===== config.mk =====
export PLATFORM = sky130hd
export DESIGN_NAME = reg_bank_mp
export DESIGN_NICKNAME = d
export VERILOG_FILES = /design/src/rtl/reg_bank_pkg.sv /design/src/rtl/reg_bank_clear_fsm.sv /design/src/rtl/reg_bank_mp.sv
export SDC_FILE = /design/constraint.sdc
export NUM_CORES = 1
export LEC_CHECK = 0
export ABC_AREA = 1
export CORE_ASPECT_RATIO = 0.9
export CORE_UTILIZATION = 45
export DETAILED_ROUTE_END_ITERATION = 6
export GPL_ROUTABILITY_DRIVEN = 0
export PLACE_DENSITY = 0.66
export RECOVER_POWER = 100
export SLEW_MARGIN = 20
export SYNTH_ARGS = -nofsm -noshare
export SYNTH_HDL_FRONTEND = slang
export SYNTH_SLANG_ARGS = --single-unit

===== constraint.sdc =====
create_clock -name clk -period 3.9 [get_ports clk]
set_clock_uncertainty 0.2 [all_clocks]
set_input_delay 0.39 -clock clk [delete_from_list [all_inputs] [get_ports clk]]
set_output_delay 0.39 -clock clk [all_outputs]
set_load 0.005 [all_outputs]

===== src/rtl/reg_bank_pkg.sv =====
// reg_bank_pkg: shared types and helpers for the multi-read-port register bank.
//   clr_state_e  : bulk-clear sequencer state (IDLE, CLEAR)
//   calc_be_w    : number of byte enables for a given data width
//   calc_addr_w  : address width for a given entry count
package reg_bank_pkg;

  typedef enum logic [0:0] {
    IDLE  = 1'b0,
    CLEAR = 1'b1
  } clr_state_e;

  function automatic int calc_be_w(input int data_width);
    return data_width / 8;
  endfunction

  function automatic int calc_addr_w(input int depth);
    return (depth > 1) ? $clog2(depth) : 1;
  endfunction

endpackage


===== src/rtl/reg_bank_clear_fsm.sv =====
// reg_bank_clear_fsm: sequences the bulk clear, zeroing one entry per cycle.
//   clk, rst_n : clock and synchronous active-low reset
//   clr_req    : start request, honoured only in IDLE
//   busy       : high for the DEPTH cycles of a clear
//   clr_we     : zero the entry at clr_addr on the next edge
//   clr_addr   : entry being zeroed this cycle
//   state      : current sequencer state (debug visibility)
module reg_bank_clear_fsm
  import reg_bank_pkg::*;
#(
  parameter int DEPTH  = 8,
  parameter int ADDR_W = 3
) (
  input  logic              clk,
  input  logic              rst_n,
  input  logic              clr_req,
  output logic              busy,
  output logic              clr_we,
  output logic [ADDR_W-1:0] clr_addr,
  output clr_state_e        state
);

  localparam logic [ADDR_W-1:0] LAST_ADDR = ADDR_W'(DEPTH - 1);

  clr_state_e        state_q, state_d;
  logic [ADDR_W-1:0] ptr_q, ptr_d;

  always_ff @(posedge clk) begin
    if (!rst_n) begin
      state_q <= IDLE;
      ptr_q   <= '0;
    end else begin
      state_q <= state_d;
      ptr_q   <= ptr_d;
    end
  end

  // A request seen while already clearing is ignored: the sweep neither
  // restarts nor extends.
  always_comb begin
    state_d = state_q;
    ptr_d   = ptr_q;
    case (state_q)
      IDLE: begin
        if (clr_req) begin
          state_d = CLEAR;
          ptr_d   = '0;
        end
      end
      CLEAR: begin
        if (ptr_q == LAST_ADDR) begin
          ptr_d   = '0;
          state_d = IDLE;
        end else begin
          ptr_d = ptr_q + ADDR_W'(1);
        end
      end
      default: begin
        state_d = IDLE;
        ptr_d   = '0;
      end
    endcase
  end

  assign busy     = (state_q == CLEAR);
  assign clr_we   = (state_q == CLEAR);
  assign clr_addr = ptr_q;
  assign state    = state_q;

endmodule


===== src/rtl/reg_bank_mp.sv =====
// reg_bank_mp: register bank with one byte-maskable write port and NUM_RD
// registered read ports with write-to-read bypass, plus a bulk-clear engine.
//   clk, rst_n        : clock and synchronous active-low reset
//   wr_en/addr/be/data: write port; out-of-range addresses are dropped
//   rd_en/rd_addr     : per-port read request, addresses packed per port
//   rd_data/valid/err : per-port registered read response
//   clr_req           : start a bulk clear
//   busy              : clear in progress, reads and writes are dropped
//
// Read handshake: there is no backpressure. A read on port p is accepted on
// any edge where rd_en[p]=1 and busy=0; exactly one cycle later rd_valid[p]
// is high for one cycle with rd_data[p] (and rd_err[p] if the address was out
// of range). rd_data[p] holds its value between accepted reads.
module reg_bank_mp
  import reg_bank_pkg::*;
#(
  parameter int DATA_WIDTH = 16,
  parameter int DEPTH      = 8,
  parameter int NUM_RD     = 2,
  localparam int ADDR_W    = calc_addr_w(DEPTH),
  localparam int BE_W      = calc_be_w(DATA_WIDTH)
) (
  input  logic                         clk,
  input  logic                         rst_n,
  input  logic                         wr_en,
  input  logic [ADDR_W-1:0]            wr_addr,
  input  logic [BE_W-1:0]              wr_be,
  input  logic [DATA_WIDTH-1:0]        wr_data,
  input  logic [NUM_RD-1:0]            rd_en,
  input  logic [NUM_RD*ADDR_W-1:0]     rd_addr,
  output logic [NUM_RD*DATA_WIDTH-1:0] rd_data,
  output logic [NUM_RD-1:0]            rd_valid,
  output logic [NUM_RD-1:0]            rd_err,
  input  logic                         clr_req,
  output logic                         busy
);

  logic [DATA_WIDTH-1:0] mem [DEPTH];

  logic              clr_we;
  logic [ADDR_W-1:0] clr_addr;
  clr_state_e        clr_state;

  reg_bank_clear_fsm #(
    .DEPTH  (DEPTH),
    .ADDR_W (ADDR_W)
  ) u_clear_fsm (
    .clk      (clk),
    .rst_n    (rst_n),
    .clr_req  (clr_req),
    .busy     (busy),
    .clr_we   (clr_we),
    .clr_addr (clr_addr),
    .state    (clr_state)
  );

  // busy is defined as "sequencer is in CLEAR"; keep the two views aligned.
  always_ff @(posedge clk) begin
    if (rst_n) begin
      assert (busy == (clr_state == CLEAR));
    end
  end

  function automatic logic in_range(input logic [ADDR_W-1:0] a);
    return ({{(32-ADDR_W){1'b0}}, a} < $unsigned(DEPTH));
  endfunction

  logic                  wr_ok;
  logic                  wr_acc;
  logic [DATA_WIDTH-1:0] wr_old;
  logic [DATA_WIDTH-1:0] wr_merged;

  assign wr_ok  = in_range(wr_addr);
  assign wr_acc = wr_en && !busy && wr_ok;

  // The merged word is both what gets stored and what a same-cycle read of
  // the same address returns.
  always_comb begin
    wr_old    = wr_ok ? mem[wr_addr] : '0;
    wr_merged = wr_old;
    for (int i = 0; i < BE_W; i++) begin
      if (wr_be[i]) begin
        wr_merged[8*i +: 8] = wr_data[8*i +: 8];
      end
    end
  end

  // The clear is placed after the write so it wins should both ever target
  // one entry on the same edge.
  always_ff @(posedge clk) begin
    if (!rst_n) begin
      for (int i = 0; i < DEPTH; i++) begin
        mem[i] <= '0;
      end
    end else begin
      if (wr_acc) begin
        mem[wr_addr] <= wr_merged;
      end
      if (clr_we) begin
        mem[clr_addr] <= '0;
      end
    end
  end

  for (genvar p = 0; p < NUM_RD; p++) begin : g_rd
    logic [ADDR_W-1:0]     addr;
    logic                  acc;
    logic                  ok;
    logic [DATA_WIDTH-1:0] data_q;
    logic                  valid_q;
    logic                  err_q;

    assign addr = rd_addr[p*ADDR_W +: ADDR_W];
    assign acc  = rd_en[p] && !busy;
    assign ok   = in_range(addr);

    always_ff @(posedge clk) begin
      if (!rst_n) begin
        data_q  <= '0;
        valid_q <= 1'b0;
        err_q   <= 1'b0;
      end else begin
        valid_q <= acc;
        err_q   <= acc && !ok;
        if (acc) begin
          if (!ok) begin
            data_q <= '0;
          end else if (wr_acc && (wr_addr == addr)) begin
            data_q <= wr_merged;
          end else begin
            data_q <= mem[addr];
          end
        end
      end
    end

    assign rd_data[p*DATA_WIDTH +: DATA_WIDTH] = data_q;
    assign rd_valid[p]                         = valid_q;
    assign rd_err[p]                           = err_q;
  end

endmodule


==> After elaboration in Yosys (flattened, before gate mapping) <==
Memories as Yosys holds them, arrays and structs flattened. A register that Yosys moved wholly into a read port is not among the register bits.
Cells that the tools add are included.
{ "op_classes": {"muxes": 21, "reduce_logical": 8, "n_bitwise": 1, "add_sub_neg": 1, "n_eq_ne": 2} }
{ "ops": {"columns": ["operator", "count"], "rows": [
  ["two-way mux 16 bit", 2],
  ["OR reduction 16 bit", 2],
  ["two-way mux 8 bit", 2],
  ["two-way mux 3 bit", 4],
  ["two-way mux 1 bit", 11],
  ["one-hot mux 3 bit (2 select lines)", 1],
  ["adder 3 x 1 -> 3 bit (second input constant)", 1],
  ["== test 3 bit (second input constant)", 1],
  ["logical AND 1 bit", 3],
  ["zero test 1 bit", 3],
  ["inequality test 2 bit (second input constant)", 1],
  ["one-hot mux 1 bit (2 select lines)", 1],
  ["inverter 1 bit", 1]
]} }
{ "totals": {"ramBits": 128, "regBits": 6, "mem_count": 1} }
{ "mem_list": {"columns": ["name", "depth", "word_bits", "read_ports", "rd_ports_with_merged_regs", "wr", "line", "text"], "rows": [
  ["mem", 8, 16, 3, 2, 8, "reg_bank_mp.sv:38", "logic [DATA_WIDTH-1:0] mem [DEPTH];"]
]} }

==> Longest topological paths before layout <==
Gate-level depths: netlist (run 1).
{ "logic_depth": {"depth_word": 8, "depth_mapped": 13} }

==> By module <==
From an unflattened synthesis (run 1), not the netlist that was laid out.
{ "unflattened": {"hier_cells": 1404, "area_unflattened_um2": 9206.3} }
{ "by_module_without_submodules": {"columns": ["mod", "cells_each", "instances", "area_each_um2", "seq_area_each_um2"], "rows": [
  ["reg_bank_mp", 1378, 1, 9001.1, 3243.1],
  ["reg_bank_clear_fsm", 26, 1, 205.2, 80.1]
]} }

==> Worst setup path before layout (run 1) <==
No wires, ideal clock.
{ "synth_path": {"path_type": "in2reg", "start": "input wr_addr[1]", "end": "memory mem[3][0], enable pin", "setup_ns": 0.372, "path_slack_ns": 1.553, "arrival_time_ns": 1.775, "path_buffers": 2, "cell_stages": 8, "path_cell_list": "buf_4 -> clkinv_1 -> nand2_1 -> nand2_2 -> nor2_1 -> nand2_1 -> buf_2 -> nand2_1"} }
{ "synth_lines": {"columns": ["element", "line", "text"], "rows": [
  ["start, declared", "reg_bank_mp.sv:26", "input logic [ADDR_W-1:0] wr_addr,"],
  ["end, declared", "reg_bank_mp.sv:38", null]
]} }

==> summary.md, run 1 <==
| Metric | Value |
|---|---|
| Crit path buf inv count | 3 |
| Number of global-route vias before repair | roughly 9.7k |
| Hold path depth | 2 |
| Overflow after GRT | 0 |
| Final ANT Viol Nets | 0 |
| Worst-path cell chain | dlygate4sd3_1 -> clkbuf_1 -> nand3_1 -> nand2_1 -> nor2_1 -> nand2_1 -> clkbuf_1 -> nor2_1 |
| Via count | between 10k and 15k |
| Post-Syn Area | roughly 10000 sq um |
| Initial Util | between 40% and 50% |
| Worst r2r path cells | 8 |
| Slowest-stage cell, CP | clkbuf_1 |
| Flop2flop setup slack | roughly 1.0 ns |
| Wirelength, routed | approximately 36 mm |
| First element of the critical path | rst_n |
| Seq/Total Area, Yosys | between 40 and 50% |
| Worst-path clk slew | roughly 0.080 ns |
| Design Area, Final | about 12000 sq um |
| CP peak stage delay | 0.82 ns |
| Post-synth ARST share | 0% |
| Most instantiated cells after synthesis | nand2_1, nand3_1, nor2_1 |
| Critical path type | in2reg |
| Post-CTS Hold Buffers | 0 |
| Final hold violations | 0 |
| Least-Margin Pin Slew | 1.453 ns |
| Layout area overhead | 13.58% |
| Via-to-Cell Ratio | between 5 and 6 |
| Status | finished clean |
| CP max FO | 16 |
| Synth Warn # | 0 |
| Unrepaired setup endpoints after global routing | false |
| Root buf cell | clkbuf_16 |
| Final Slew Violations | 0 |
| Fmax | between 300 and 400 MHz |
| Critical Path End Type | flop |
| Post-synth top area share | between 30 and 40% |
| # rows | 51 |
| Nets | roughly 1.5k |
| Worst-Skew Late Latency | roughly 0.44 ns |
| DR WL/cell | between 20 and 25 microns |
| Startpoint types | input port |
| Post-CTS Resized | 0 |
| Top Ports | 70 |
| Slew HR | roughly 3.1% |
| Die outline height | ~140 microns |
| Final Critical Period | between 3 and 4 ns |
| DP Worst Slack | around 0.68 ns |
| Port Buffers | 67 |
| Layout cells sized above 1 | under 10% |
| Core area | between 20000 and 25000 sq um |
| Mean post-synth cell area | ~7.1 sq um |
| Tcrit/Tclk final | 84.04% |
| Max Cap Violations | 0 |
| LEAKAGE | about 4.8 nW |
| Largest cells by area after synthesis | edfxtp_1, nand2_1, nand3_1 |
| VDD IR max | 0.0003469 V |
| CTS max path bufs | 2 |
| Total Routing Usage GR | between 30% and 40% |
| Number of flops mapped to enable cells by yosys | about 130 |
| Worst r2r src | u_clear_fsm.busy$_SDFF_PN0_ |
| Final HPWL DP | around 22 mm |
| Arrival @ worst endpoint | roughly 3.2 ns |
| Critical R2R Capture | mem[7][8]$_SDFFCE_PN0P_ |
| DR DRC count | 0 |
| Yosys top cell by area | edfxtp_1 |
| End of the worst hold path | g_rd[1].data_q[2]$_SDFFE_PN0P_ |
| Post-placement cell area | around 11000 sq um |
| Final core area utilization | 52.83% |
| Count leader, synth | nand2_1 |
| Critical Path RT | around 3.9 ns |
| Drt first-iter violations | between 1k and 1.5k |
| Global-route wire length before repair | between 50 and 60 mm |
| Ratio of total power to cell area | 401.7 nW/um^2 |
| Die width | approximately 160 microns |
| Initial antenna violation count | 0 |
| CTS Sinks | about 170 |
| Die area | between 20000 and 25000 sq um |
| Total CTS buffers | 17 |
| Max H-tree Level | 4 |
| Pin count of the biggest net entering global routing | between 60 and 70 |
| Worst Hold Launch | g_rd[1].data_q[2]$_SDFFE_PN0P_ |
| Drt pass-1 iters | 5 |
| Flops & latches, synth | between 150 and 200 |
| Main synth FF type | edfxtp_1 |
| Endpoints failing setup | 0 |
| Post-Synthesis Cells | 1432 |
| CP top delay family | buffers and inverters |
| Worst min-delay path class | reg2reg |
| Antenna diode instance count | 0 |
| Number of library cell types mapped by synthesis | 29 |
| CTS tree | done |
| Post-CTS Setup Bufs | 0 |
| Final WS setup | around 0.62 ns |
| Setup TNS | 0 ns |
[area by class of cell]
class	count	area (sq um)
Timing Repair Buffer	105	920.9
Inverter	24	91.34
Clock buffer	17	425.4
Tap cell	291	364.1
Clock inverter	15	155.1
Fill cell	2121	10320
Multi-Input combinational cell	1142	5001
Sequential cell	166	4604
[placed cells by master, fill, tap and decap left out]
cell type	count
nand2_1	561
nand3_1	319
nor2_1	170
edfxtp_1	128
dfxtp_1	38
dlygate4sd3_1	37
o21a_1	32
a21oi_1	32
clkdlybuf4s50_1	27
buf_4	24
clkbuf_16	17
inv_1	16
clkbuf_1	12
nand2_2	7
inv_6	7
nand2_4	4
inv_2	4
clkinv_1	3
nor2_4	3
inv_8	3
buf_2	3
nand3_2	2
a32o_1	2
ha_1	2
conb_1	2
clkinv_4	2
inv_4	2
buf_12	2
clkinv_2	1
a21oi_4	1
a21oi_2	1
nand3_4	1
o21ai_0	1
o211a_1	1
a211oi_1	1
bufinv_16	1
[worst reg2reg max path: stages, from the launching register on]
cell      delay, ns
dfxtp_1        0.52
nand2_4        0.15
nand2_2        0.13
nand2_1        0.17
inv_1          0.12
nor2_1         0.07
nand2_1        0.08
clkbuf_1       0.97
nor2_1         0.17
[through the flow]
stage,total power [mW],hold WS [ns],cells
final,4.645,0.2635,1760
after global routing,4.805,0.2847,1760
after CTS,4.646,0.2711,1760
after detailed placement,2.961,0.2571,1728
after global placement,2.954,0.2561,1728
after floorplan,2.638,0.2618,1433
[where the power goes]
part           total [mW]  switching (mW)  leakage, nW  internal [mW]
combinational       0.845           0.574         2.83          0.271
clock                1.72           0.807        0.291          0.910
sequential           2.08          0.0731         1.63           2.01
[worst max-delay path by stage]
stage | to | slack (ns) | depth (start not counted)
floorplan | mem[3][0]$_SDFFCE_PN0P_ | 1.55 | 8
global placement | mem[7][11]$_SDFFCE_PN0P_ | 0.74 | 8
detailed placement | mem[3][3]$_SDFFCE_PN0P_ | 0.68 | 8
CTS | g_rd[0].data_q[4]$_SDFFE_PN0P_ | 1.11 | 10
global route | mem[1][5]$_SDFFCE_PN0P_ | 0.52 | 8
finish | mem[1][8]$_SDFFCE_PN0P_ | 0.62 | 8
[state kept, by name (all words and copies together) (netlist names)]
name and cells:
g_rd.valid_q 2, mem 128, u_clear_fsm.busy 1, u_clear_fsm.clr_addr 3
g_rd.data_q 32
[layer usage]
metal | wire length [microns] | GRT usage (%) | up-vias
met5 | 0 | 0 | -
met4 | 1257 | 14.39 | 0
met3 | 4071 | 5.785 | 101
met2 | 16120 | 49.67 | 668
met1 | 14200 | 40.78 | 4865
li1 | - | - | 4779
[cell families after synthesis]
| kind of cell | count (synthesis) | share of synthesized area (%) |
|---|---|---|
| AOI/OAI and AO/OA | 71 | 4.597 |
| adders and majority gates | 2 | 0.2458 |
| buffers and inverters | 125 | 5.629 |
| DFF | 166 | 45.23 |
| other | 1 | 0.03684 |
| and+or+nand+nor | 1067 | 44.26 |
Note: power is estimated with default switching activity, not from simulation.
==> run 2: changes to the inputs <==
clock period = 3.2 ns   (was 3.9 ns; I/O delays follow)
==> run 2 against run 1 <==
Compared with the run above:
- the run now ends with DRC, capacitance limit, slew limit left
- critical path depth rose by 2
- die area did not move
- via count is 0.45% higher
- critical endpoint is now mem[1][11]$_SDFFCE_PN0P_
- largest cell class unchanged
- highest routed layer unchanged
==> summary.md, run 2 (same netlist as run 1, synthesis figures left out) <==
| Metric | Value |
|---|---|
| # rows | about 50 |
| Critical path type | in2reg |
| Startpoint types | input port |
| Hold path depth | 2 |
| Unrepaired setup endpoints after global routing | false |
| Initial antenna violation count | 0 |
| Critical Path RT | about 3.2 ns |
| Final WS setup | 0.5500 ns |
| Slowest-stage cell, CP | dlygate4sd3_1 |
| Wirelength, routed | ~37 mm |
| Fill count | 2139 |
| Biggest register | mem |
| Root buf cell | clkbuf_16 |
| LEAKAGE | around 4.8 nW |
| Worst r2r src | u_clear_fsm.busy$_SDFF_PN0_ |
| CP max FO | 16 |
| Die width | around 160 microns |
| Worst min-delay path class | reg2reg |
| Arrival @ worst endpoint | around 2.6 ns |
| Failing checks | DRC, capacitance limit, slew limit |
| Worst-Skew Late Latency | between 0.4 and 0.5 ns |
| Post-CTS Setup Bufs | 0 |
| Max Cap Violations | 1 |
| Final ANT Viol Nets | 0 |
| Nets | roughly 1.5k |
| Max reg flops | approximately 130 |
| DR WL/cell | about 21 microns |
| Via-to-Cell Ratio | around 5.9 |
| Slew HR | -3.841% |
| CTS tree | done |
| Drt first-iter violations | ~1.4k |
| VDD IR max | ~0.00037 V |
| Top Ports | 70 |
| Die outline height | roughly 140 microns |
| Core area | ~22000 sq um |
| Most common cell after layout, fill and taps aside | nand2_1 |
| Endpoints failing setup | 0 |
| Layout cells sized above 1 | 6.775% |
| Status | finished with violations |
| Port Buffers | 67 |
| Critical R2R Capture | mem[4][9]$_SDFFCE_PN0P_ |
| Antenna diode instance count | 0 |
| Setup TNS | 0 ns |
| Final Critical Period | 2.650 ns |
| Final HPWL DP | 21.56 mm |
| Via count | about 10k |
| CP peak stage delay | roughly 0.62 ns |
| Overflow after GRT | 0 |
| Total Routing Usage GR | 32.21% |
| CTS max path bufs | 2 |
| Final Slew Violations | 36 |
| End of the worst hold path | g_rd[1].data_q[10]$_SDFFE_PN0P_ |
| Drt pass-1 iters | 7 |
| Post-CTS Resized | 0 |
| Commonest non-fill, non-tap cells in the layout | nand2_1, nand3_1, nor2_1 |
| Tcrit/Tclk final | approximately 83% |
| DP Worst Slack | a little over 0.5 ns |
| Number of global-route vias before repair | 9968 |
| CTS Sinks | between 150 and 200 |
| Worst r2r path cells | 9 |
| Fmax | ~380 MHz |
| Total Power | ~5.6 mW |
| Layout area overhead | 14.15% |
| Ratio of total power to cell area | around 480 nW/um^2 |
| Post-CTS Hold Buffers | 0 |
| Worst Hold Launch | g_rd[1].data_q[10]$_SDFFE_PN0P_ |
| DR DRC count | 2 |
| Final core area utilization | 53.09% |
| Die area | about 23000 sq um |
| Final hold violations | 0 |
| Least-Margin Pin Slew | 1.558 ns |
| Pin count of the biggest net entering global routing | 66 |
| Global-route wire length before repair | approximately 55 mm |
| Critical Path End Type | flop |
| Initial Util | between 40% and 50% |
| Flop2flop setup slack | 0.63 ns |
| Worst-path cell chain | dlygate4sd3_1 -> nand2_1 -> clkinvlp_2 -> nand2_2 -> nand2_1 -> inv_1 -> nor2_1 -> nand2_1 -> clkbuf_2 -> nor2_1 |
| Worst-path clk slew | ~0.070 ns |
| Max H-tree Level | 4 |
| Total CTS buffers | 17 |
| Critical Path Most Common Cell | nand2_1 |
## run 2: how the worst max path moves through the flow
stage / slack (ns) / startpoint / cells past startpoint / to
floorplan: 0.92 / wr_addr[1] / 8 / mem[3][0]$_SDFFCE_PN0P_
global placement: 0.53 / rst_n / 7 / mem[7][10]$_SDFFCE_PN0P_
detailed placement: 0.50 / rst_n / 7 / mem[7][10]$_SDFFCE_PN0P_
CTS: 0.97 / rst_n / 7 / mem[7][14]$_SDFFCE_PN0P_
global route: 0.41 / rst_n / 9 / mem[6][5]$_SDFFCE_PN0P_
finish: 0.55 / rst_n / 10 / mem[1][11]$_SDFFCE_PN0P_
## run 2: area by class of cell
cell class | instances | area, sq um | area share (%)
multi-input combinational | 1142 | 4992 | 42.96
sequential | 166 | 4604 | 39.63
timing repair buffer | 112 | 1023 | 8.808
clock buffer | 18 | 429.2 | 3.693
tap | 291 | 364.1 | 3.133
clock inverter | 14 | 115.1 | 0.9906
inverter | 24 | 91.34 | 0.7860
## run 2: worst max-delay path: cells and delay by family
| family | cells | cell delay [ns] |
|---|---|---|
| buffers and inverters | 4 | 1.48 |
| AND/OR/NAND/NOR | 6 | 0.81 |
## run 2: where the power goes
part	leakage [nW]	switching (mW)	internal [mW]	total (mW)
clock network	0.264	0.948	1.01	1.96
logic	2.89	0.713	0.343	1.06
registers	1.63	0.0875	2.45	2.54
## run 2: routing by layer
layer	GRT usage, %	vias up	wire (microns)
li1	-	4793	-
met1	40.86	4752	13910
met2	52.49	774	16460
met3	6.640	141	4579
met4	16.34	0	1615
met5	0	-	0
## run 2: per-stage QoR
step                cell area, sq um  hold slack [ns]  std cells
floorplan                      10180           0.2618       1433
global placement               11110           0.2575       1735
detailed placement             11110           0.2546       1735
CTS                            11650           0.2648       1767
global route                   11620           0.2833       1767
finish                         11620           0.2618       1767
